===== src/rtl/thread_register_file.sv =====
// Per-thread register file: GPRs, read-only block_id/block_dim/thread_id registers and a load scoreboard.
// Optional build macro WRITE_BYPASS_EN forwards same-cycle writes to the read ports and hazard.
module thread_register_file #(
  parameter int DATA_WIDTH        = 8,
  parameter int NUM_REGS          = 16,
  parameter int ADDR_WIDTH        = $clog2(NUM_REGS),
  parameter int THREADS_PER_BLOCK = 4,
  parameter int THREAD_ID         = 0
) (
  input  logic                  clock,
  input  logic                  reset,
  input  logic                  enable,
  input  logic [2:0]            core_state,
  input  logic                  reg_write_enable,
  input  logic [1:0]            reg_input_mux,
  input  logic [ADDR_WIDTH-1:0] rs_address,
  input  logic [ADDR_WIDTH-1:0] rt_address,
  input  logic [ADDR_WIDTH-1:0] rd_address,
  input  logic [DATA_WIDTH-1:0] alu_out,
  input  logic [DATA_WIDTH-1:0] lsu_out,
  input  logic [DATA_WIDTH-1:0] immediate,
  input  logic [DATA_WIDTH-1:0] block_id,
  input  logic                  lsu_issue,
  input  logic [ADDR_WIDTH-1:0] lsu_issue_rd,
  input  logic                  lsu_ret_valid,
  input  logic [ADDR_WIDTH-1:0] lsu_ret_rd,
  input  logic [DATA_WIDTH-1:0] lsu_ret_data,
  output logic [DATA_WIDTH-1:0] rs_data,
  output logic [DATA_WIDTH-1:0] rt_data,
  output logic                  hazard,
  output logic                  sb_error
);

  localparam logic [2:0]            UPDATE        = 3'b110;
  localparam logic [ADDR_WIDTH-1:0] LAST_GPR      = ADDR_WIDTH'(NUM_REGS - 4);
  localparam logic [ADDR_WIDTH-1:0] BLOCK_ID_IDX  = ADDR_WIDTH'(NUM_REGS - 3);
  localparam logic [ADDR_WIDTH-1:0] BLOCK_DIM_IDX = ADDR_WIDTH'(NUM_REGS - 2);
  localparam logic [ADDR_WIDTH-1:0] THREAD_IDX    = ADDR_WIDTH'(NUM_REGS - 1);

  logic [DATA_WIDTH-1:0] regs [NUM_REGS];
  logic [NUM_REGS-1:0]   pending;
  logic [NUM_REGS-1:0]   pending_next;
  logic [NUM_REGS-1:0]   live_pending;
  logic [DATA_WIDTH-1:0] wr_data;
  logic                  wr_fire;
  logic                  ret_gpr;
  logic                  issue_gpr;
  logic                  ret_fire;
  logic                  issue_fire;
  logic                  same_slot;
  logic                  sb_event;

  always_comb begin
    wr_data = '0;
    unique case (reg_input_mux)
      2'b00:   wr_data = alu_out;
      2'b01:   wr_data = lsu_out;
      2'b10:   wr_data = immediate;
      default: wr_data = '0;
    endcase
  end

  assign wr_fire    = enable && reg_write_enable && (core_state == UPDATE) && (rd_address <= LAST_GPR);
  assign ret_gpr    = lsu_ret_rd <= LAST_GPR;
  assign issue_gpr  = lsu_issue_rd <= LAST_GPR;
  assign ret_fire   = enable && lsu_ret_valid && ret_gpr;
  assign issue_fire = enable && lsu_issue && issue_gpr;
  // A return and a re-issue to the same register in one cycle is a legal chained load.
  assign same_slot  = lsu_issue && lsu_ret_valid && (lsu_issue_rd == lsu_ret_rd);

  always_comb begin
    sb_event = 1'b0;
    if (lsu_issue && !issue_gpr) sb_event = 1'b1;
    if (lsu_issue && issue_gpr && pending[lsu_issue_rd] && !same_slot) sb_event = 1'b1;
    if (lsu_ret_valid && !ret_gpr) sb_event = 1'b1;
    if (lsu_ret_valid && ret_gpr && !pending[lsu_ret_rd] && !same_slot) sb_event = 1'b1;
  end

  always_comb begin
    pending_next = pending;
    if (ret_fire)   pending_next[lsu_ret_rd]   = 1'b0;
    if (issue_fire) pending_next[lsu_issue_rd] = 1'b1;
  end

  always_ff @(posedge clock) begin
    if (reset) begin
      for (int i = 0; i < NUM_REGS - 3; i++) regs[i] <= '0;
      regs[BLOCK_ID_IDX]  <= '0;
      regs[BLOCK_DIM_IDX] <= DATA_WIDTH'(THREADS_PER_BLOCK);
      regs[THREAD_IDX]    <= DATA_WIDTH'(THREAD_ID);
      pending             <= '0;
      sb_error            <= 1'b0;
    end else if (enable) begin
      regs[BLOCK_ID_IDX] <= block_id;
      if (ret_fire) regs[lsu_ret_rd] <= lsu_ret_data;
      // Pipeline writeback is issued later in program order, so it overrides a colliding return.
      if (wr_fire)  regs[rd_address] <= wr_data;
      pending <= pending_next;
      if (sb_event) sb_error <= 1'b1;
    end
  end

`ifdef WRITE_BYPASS_EN
  always_comb begin
    rs_data = regs[rs_address];
    if (ret_fire && (lsu_ret_rd == rs_address)) rs_data = lsu_ret_data;
    if (wr_fire && (rd_address == rs_address))  rs_data = wr_data;
  end

  always_comb begin
    rt_data = regs[rt_address];
    if (ret_fire && (lsu_ret_rd == rt_address)) rt_data = lsu_ret_data;
    if (wr_fire && (rd_address == rt_address))  rt_data = wr_data;
  end

  always_comb begin
    live_pending = pending;
    if (ret_fire) live_pending[lsu_ret_rd] = 1'b0;
  end
`else
  assign rs_data      = regs[rs_address];
  assign rt_data      = regs[rt_address];
  assign live_pending = pending;
`endif

  assign hazard = live_pending[rs_address] || live_pending[rt_address] ||
                  (reg_write_enable && live_pending[rd_address]);

endmodule


===== config.mk =====
export PLATFORM = sky130hd
export DESIGN_NAME = thread_register_file
export DESIGN_NICKNAME = d
export VERILOG_FILES = /design/src/rtl/thread_register_file.sv
export SDC_FILE = /design/constraint.sdc
export NUM_CORES = 1
export LEC_CHECK = 0
export ABC_AREA = 1
export CORE_UTILIZATION = 55
export CTS_CLUSTER_DIAMETER = 40
export DETAILED_ROUTE_END_ITERATION = 12
export GPL_ROUTABILITY_DRIVEN = 0
export PLACE_DENSITY_LB_ADDON = 0.05
export SETUP_SLACK_MARGIN = 0.05
export SYNTH_ARGS = -nofsm -noshare
export SYNTH_HDL_FRONTEND = slang
export SYNTH_SLANG_ARGS = --single-unit

===== constraint.sdc =====
create_clock -name clock -period 4.1 [get_ports clock]
set_clock_uncertainty 0.15 [all_clocks]
set_input_delay 1.025 -clock clock [delete_from_list [all_inputs] [get_ports clock]]
set_output_delay 1.025 -clock clock [all_outputs]
set_load 0.01 [all_outputs]

After elaboration in Yosys (flattened, before gate mapping)
Memory sizes are Yosys's and may differ from the RTL's.
Cells that the tools add are included.
- register bits after elaboration: 17
- memory bits (writable): 128
- bits of input ports: 71
- output and inout port bits: 18
- memories: 1
- memories (name ; depth ; bits a word ; rd ports ; clocked after memory_dff ; write ports ; RTL line ; RTL):
    regs ; 16 ; 8 ; 2 ; 0 ; 16 ; 40 ; logic [DATA_WIDTH-1:0] regs [NUM_REGS];
- order comparisons: 10
- equality and inequality tests: 4
- mux-type cells: 41
- bitwise logic cells: 4
- reductions and logical operators: 30
- operators by type and width (cell ; count):
    2-to-1 mux 16 bit ; 2
    2-to-1 mux 1 bit ; 26
    < comparator 4 x 5 -> 1 bit (second input constant) ; 5
    2-to-1 mux 8 bit ; 3
    case mux 8 bit (3 select lines) ; 1
    binary-select mux 1 bit (select 4 bit) ; 5
    logical AND 1 bit ; 20
    bitwise AND 16 bit ; 1
    inverter 16 bit ; 1
    OR 16 bit ; 1
    OR reduction 8 bit ; 2
    less-or-equal comparator 4 bit (second input constant) ; 3
    demux 1 bit (select 4 bit) ; 2
    greater-or-equal comparator 4 x 1 -> 1 bit (second input constant) ; 2
    2-to-1 mux 4 bit ; 2
    == test 4 bit ; 1
    logical NOT 1 bit ; 4
    == test 3 bit (second input constant) ; 1
    == test 2 x 1 -> 1 bit (second input constant) ; 1
    == test 2 bit (second input constant) ; 1
    logical NOT 2 bit ; 1
    logical OR 1 bit ; 2
    AND reduction 2 bit ; 1
    OR 1 bit ; 1

Longest topological paths before layout
Gate-level depths: netlist of the first run.
- word-level depth: 9
- gate-level depth with buffers: 14
- mapped depth without buffers: 13

Least setup slack after synthesis of the first run
OpenSTA, ideal clock, no wires.
- path type: input to output
- from: in rt_address[1]
- to: out rt_data[0]
- data arrival time: 2110 ps
- required time: 2925 ps
- slack: 815 ps
- stages on the path: 6
- path buffers: 2
- path through: clkbuf_1 > clkbuf_1 > o21ai_0 > a21oi_1 > o22ai_1 > o21ai_0
- longest elaborated chain between the ends: 1
- RTL lines (what ; RTL line ; RTL):
    start: declaration ; 17 ; input logic [ADDR_WIDTH-1:0] rt_address,
    memory read (16 x 8 bit) ; n/a ;
    end: declaration ; 29 ; output logic [DATA_WIDTH-1:0] rt_data,
No other way between the ends.

Final worst setup path of the first run
- from: in rd_address[1]
- to: out hazard
- longest elaborated chain between the ends: 4
- RTL lines (what ; RTL line ; RTL):
    start: declaration ; 18 ; input logic [ADDR_WIDTH-1:0] rd_address,
    binary-select mux 1 bit (select 4 bit) ; 127 ; (reg_write_enable && live_pending[rd_address]);
    2-to-1 mux 1 bit (not written as such) ; 127 ;
    logical AND 1 bit ; 127 ;
    logical OR 1 bit ; 126 ; assign hazard = live_pending[rs_address] || live_pending[rt_address] ||
    end: declaration ; 30 ; output logic hazard,
No other way between the ends. The select of a mux whose other input is x is not followed.

==> flow_summary.json, run 1 <==
{
  "dieArea_um2": 17600,
  "cp_common_cell": "nand2_1",
  "syn_inst": 1238,
  "drv_cap": 0,
  "rrSetupSlack_ns": 2.61,
  "synth_commonest_cells": "o21ai_0 (230), nor2_1 (137), nand3_1 (129), edfxtp_1 (128), nand2_1 (119)",
  "grt_start_max_net_pins": 69,
  "path_depth": 8,
  "clock-sinks": 145,
  "cts_hold_buf": 0,
  "io_pins": 89,
  "h-tree-depth": 4,
  "worstSkewPairLatency_ns": 0.44,
  "fin_crit_sh_pct": 98.6,
  "grt_overflow": 0,
  "max_freq_mhz": 247,
  "hold_slack_ns": 0.305,
  "busiest_layer": "met2",
  "final-setup-viol-count": 0,
  "globalRouteMet3Util_pct": 11.3,
  "netlist_top_cells_area": "edfxtp_1 (41%), o21ai_0 (12%), nand3_1 (6.9%)",
  "vias_per_cell": 6.40,
  "nets": 1398,
  "first_iter_violations": 1576,
  "cts_buffers": 17,
  "synth-main-ff-cell": "edfxtp_1",
  "power_density_nw_per_um2": 348,
  "multiInputGateArea_um2": 4480,
  "vias": 9980,
  "reg2reg_to": "sb_error",
  "status": "finished, final reports clean",
  "worst_slew_pin_slew_ns": 0.840,
  "ant_nets": 0,
  "cts_tree": "done",
  "track_usage_pct": 38.1,
  "critical_path_required_ns": 2.92,
  "cp_slowest_stage_delay_ns": 0.59,
  "r2r_start": "live_pending[2]",
  "grt_setup_unrepaired": "yes",
  "critical_path.startpoint": "rd_address[1]",
  "port_buffers": 88,
  "grt_pass1_wl_mm": 50.1,
  "cp_top_family": "buffers and inverters",
  "cts_setup_buffers": 0,
  "drive_above_1_share_pct": 9.55,
  "coreArea_um2": 16600,
  "ys_ff_latch": 145,
  "crit_end": "hazard",
  "dpl.cell_count": 1526,
  "peakVddDrop_v": 0.000325,
  "drv_slew": 0,
  "end_kind": "primary output",
  "seq_area_um2": 4180,
  "synth_cell_types": 34,
  "crit_type": "input port to primary output",
  "startpoint_type": "input port",
  "areaGrowthSynthToFinish_pct": 21.8,
  "min_period_ns": 4.04,
  "met1_usage_pct": 52.3,
  "antenna_found_initial": 0,
  "cp_max_fo": 6,
  "cts-root-buf": "clkbuf_16",
  "detail_route.wl_per_cell_um": 21.3,
  "cpMaxStageDelayCell": "clkdlybuf4s50_1",
  "synth_warnings": 0,
  "arrival_ns": 2.87,
  "cp_num_buf_inv": 2,
  "synth.most_common_cell": "o21ai_0",
  "num_rows": 47,
  "first_pass_iters": 6,
  "drcViolationCount": 0,
  "yosysTopAreaCellShare_pct": 41.0,
  "async_reset_ff_share_pct": 0,
  "netlist_area_um2": 9380,
  "grt_use_met2_pct": 55.9,
  "hold_class": "register to register",
  "synth-edff-count": 128,
  "yosysSeqAreaShare_pct": 44.6,
  "final_cells": 1560,
  "grt_pass1_vias": 8797,
  "final-hold-violation-count": 0,
  "postSynthAreaPerCell_um2": 7.57,
  "die_y_um": 133,
  "totalWireLength_mm": 33.2,
  "fill_cells": 1404,
  "cts.clk_slew.worst_paths_ns": 0.07,
  "yosys.area.top_type": "edfxtp_1",
  "reg2regPathDepth": 12,
  "die_w_um": 133,
  "initial_core_util_pct": 56.3,
  "crit_chain": "clkdlybuf4s50_1 > nand2_1 > o21ai_1 > o21ai_0 > nand4_1 > nand2_1 > nand2_1 > clkdlybuf4s50_1",
  "antenna_cells": 0,
  "relSlewSlack_pct": 43.8,
  "dp_hpwl_mm": 23.9,
  "clk_path_buf_depth": 2,
  "p_leak_nw": 4.18
}
[flip-flops by register name, indices dropped and copies added (netlist names)]
name / flops
live_pending: 16
sb_error: 1
regs: 128
[worst min-delay path, cell delays in order, from the launching register on]
cell and delay [ns]:
dfxtp_1 0.31, nand2_1 0.06, nand2_1 0.05
[final cells by class]
| type | instances | area share (%) |
|---|---|---|
| Timing Repair Buffer | 152 | 13.2 |
| Inverter | 103 | 3.38 |
| Tap cell | 220 | 2.41 |
| Multi-Input combinational cell | 908 | 39.2 |
| Clock inverter | 15 | 1.54 |
| Clock buffer | 17 | 3.72 |
| Sequential cell | 145 | 36.6 |
[cell usage in the layout (no fill, tap or decap), drive strengths merged, types with 25 or more instances in the layout]
cell | Yosys | layout
buf | 28 | 65
nand2 | 129 | 129
nor2 | 144 | 144
o221ai | 25 | 25
edfxtp | 128 | 128
inv | 100 | 110
clkdlybuf4s50 | 0 | 81
a21oi | 72 | 72
o21ai | 330 | 330
nand3 | 129 | 129
o22ai | 25 | 25
[how the worst min path moves through the flow]
stage	to	slack, ns	startpoint	depth (start not counted)
after floorplan	live_pending[12]	0.31	live_pending[12]	2
after global placement	sb_error	0.29	sb_error	2
after detailed placement	sb_error	0.29	sb_error	2
after CTS	sb_error	0.30	sb_error	2
after global routing	live_pending[12]	0.36	live_pending[12]	2
final	sb_error	0.31	sb_error	2
[cells by family (layout without fill, tap and decap cells)]
family	count (synthesis)	in the layout	synth area share (%)
AO/OA/AOI/OAI	471	471	27.2
buffers and inverters	199	287	8.25
flip-flops	145	145	44.6
AND/OR/NAND/NOR	421	421	19.9
other	2	16	0.0801
[metrics by stage]
stage	total power, mW	area [um^2]	TNS, ns	worst slack [ns]	utilization (%)
floorplan	2.07	9430	0	0.815	-
global placement	2.40	10800	-1.19	-0.129	64.7
detailed placement	2.40	10800	-1.27	-0.120	64.7
CTS	3.93	11400	0	0.0500	68.4
global route	4.08	11400	-0.0380	-0.0380	68.7
finish	3.97	11400	0	0.0558	68.7
[where the power goes]
| group | total, mW | switching [mW] | internal, mW |
|---|---|---|---|
| Clock | 1.57 | 0.740 | 0.826 |
| Combinational | 0.647 | 0.399 | 0.248 |
| Sequential | 1.76 | 0.0689 | 1.69 |
[layer usage]
layer | vias up | share of wire, %
li1 | 4590 | -
met1 | 4525 | 39
met2 | 762 | 43
met3 | 103 | 15
met4 | 0 | 3.9
met5 | - | 0
[repair_timing]
action / CTS / global route
gates cloned: 1 / 1
pin swaps: 0 / 2
setup endpoints to repair: 17 / 16
resized for setup: 8 / 13
Note: power is estimated with default switching activity, not from simulation.
==> run 2: changes to the inputs <==
- CORE_UTILIZATION: 55 -> 45
==> flow_summary.json, run 2 (same netlist as run 1, synthesis figures left out) <==
{
  "grt_overflow": 0,
  "grt_pass1_wl_mm": 52.6,
  "startpoint_type": "input port",
  "vias": 9865,
  "peakVddDrop_v": 0.000285,
  "crit_end": "rs_data[5]",
  "cp_common_cell": "o21ai_0",
  "drv_cap": 0,
  "h-tree-depth": 4,
  "pre_cts_ws_ns": -0.188,
  "totalWireLength_mm": 35.3,
  "grt_setup_unrepaired": "no",
  "io_pins": 89,
  "fill_cells": 1940,
  "r2r_start": "live_pending[12]",
  "reg2regPathDepth": 12,
  "end_kind": "primary output",
  "die_y_um": 146,
  "cts_tree": "done",
  "critical_path_required_ns": 2.92,
  "cts_buffers": 17,
  "grt_start_max_net_pins": 38,
  "swShare_pct": 30.1,
  "p_switching_mw": 1.21,
  "cts-root-buf": "clkbuf_16",
  "cpMaxStageDelayCell": "clkdlybuf4s50_1",
  "post_dp_cell_area_um2": 10800,
  "path_depth": 8,
  "reg2reg_to": "sb_error",
  "worstSkewPairLatency_ns": 0.43,
  "top_register": "regs",
  "cts.clk_slew.worst_paths_ns": 0.07,
  "num_rows": 52,
  "hold_slack_ns": 0.311,
  "grt_pass1_vias": 8713,
  "layout_common_cells": "o21ai_0 (226), nor2_1 (136), nand3_1 (129)",
  "clk_path_buf_depth": 2,
  "final-setup-viol-count": 0,
  "final.setup.tns_ns": 0,
  "crit_type": "input port to primary output",
  "dieArea_um2": 21400,
  "pwr-share-comb_pct": 16.3,
  "fin_util_pct": 56.6,
  "p_leak_nw": 4.19,
  "cp_num_buf_inv": 4,
  "nets": 1402,
  "fin_crit_sh_pct": 97.9,
  "cts_hold_buf": 0,
  "largest_reg_flops": 128,
  "first_iter_violations": 1210,
  "arrival_ns": 2.84,
  "clock-sinks": 145,
  "track_usage_pct": 33.0,
  "hold_class": "register to register",
  "relSlewSlack_pct": 44.8,
  "dpl.cell_count": 1580,
  "cp_top_family": "buffers and inverters",
  "antenna_found_initial": 0,
  "ant_nets": 0,
  "cp_slowest_stage_delay_ns": 0.58,
  "p_total_mw": 4.03,
  "die_w_um": 146,
  "clkPwrFrac_pct": 40.0,
  "min_period_ns": 4.01,
  "power_density_nw_per_um2": 349,
  "drcViolationCount": 0,
  "critical_path.startpoint": "rs_address[1]",
  "worst_slew_pin_slew_ns": 0.825,
  "cp_max_fo": 23,
  "final-hold-violation-count": 0,
  "initial_core_util_pct": 46.0,
  "port_buffers": 88,
  "pwr-share-seq_pct": 43.7,
  "areaGrowthSynthToFinish_pct": 23.0,
  "rrSetupSlack_ns": 2.60,
  "antenna_cells": 0,
  "fin_ws_ns": 0.0863,
  "final_cells": 1614,
  "status": "finished, final reports clean",
  "dp_hpwl_mm": 25.6,
  "layout.cells.most_common": "o21ai_0",
  "max_freq_mhz": 249,
  "coreArea_um2": 20400,
  "drive_above_1_share_pct": 10.0,
  "drv_slew": 0,
  "first_pass_iters": 7,
  "detail_route.wl_per_cell_um": 21.9,
  "crit_chain": "dlygate4sd2_1 > inv_2 > buf_12 > o21ai_0 > o21ai_1 > o221ai_1 > o21ai_0 > clkdlybuf4s50_1",
  "p_int_mw": 2.82,
  "design_area_um2": 11500,
  "vias_per_cell": 6.11
}
==> run 2: changes by cell type in the layout (fill, tap and decap cells not counted), sizes merged <==
cell           change
clkinv             +1
clkdlybuf4s50      +1
dlygate4sd2        -1
bufinv             +1
inv                -4
buf                +4
clkinvlp           +2
==> run 2: worst min-delay path, cell delays in order, from the launching register on <==
cell and delay (ns):
dfxtp_1 0.31, nand2_1 0.06, nand2_1 0.05
==> run 2: worst min-delay path by stage <==
stage / from / end / slack (ns) / cells past startpoint
after floorplan: live_pending[12] / live_pending[12] / 0.31 / 2
after global placement: sb_error / sb_error / 0.30 / 2
after detailed placement: sb_error / sb_error / 0.30 / 2
after CTS: sb_error / sb_error / 0.31 / 2
after global routing: sb_error / sb_error / 0.35 / 2
final: sb_error / sb_error / 0.31 / 2
==> run 2: layout make-up <==
cell class	instances	area [um^2]	area share, %
multi-input cells	908	4490	38.9
flip-flops and latches	145	4180	36.3
repair buffers	156	1520	13.1
clock buffers	17	425	3.69
inverters	103	387	3.35
well taps	270	338	2.93
clock inverters	15	195	1.69
==> run 2: power by group through the flow <==
stage / registers, mW / logic, mW / clock network, mW
after floorplan: 1.74 / 0.324 / 0
after global placement: 1.78 / 0.626 / 0
after detailed placement: 1.78 / 0.630 / 0
after CTS: 1.75 / 0.635 / 1.61
after global routing: 1.76 / 0.704 / 1.67
final: 1.76 / 0.656 / 1.61
==> run 2: per-layer routing <==
| metal | GRT usage, % | share of wire, % | up-vias |
|---|---|---|---|
| met5 | 0 | 0 | - |
| met4 | 12.2 | 2.8 | 0 |
| met3 | 8.03 | 13 | 71 |
| met2 | 48.1 | 42 | 660 |
| met1 | 47.3 | 42 | 4535 |
| li1 | - | - | 4599 |
==> run 2: timing repair <==
| item | CTS | global route |
|---|---|---|
| endpoints found under the hold margin | 0 | 0 |
| pin swaps | 0 | 2 |
| buffers inserted | 0 | 1 |
| gates cloned | 0 | 1 |
| gates resized for setup | 10 | 13 |
| endpoints found under the setup margin | 17 | 13 |
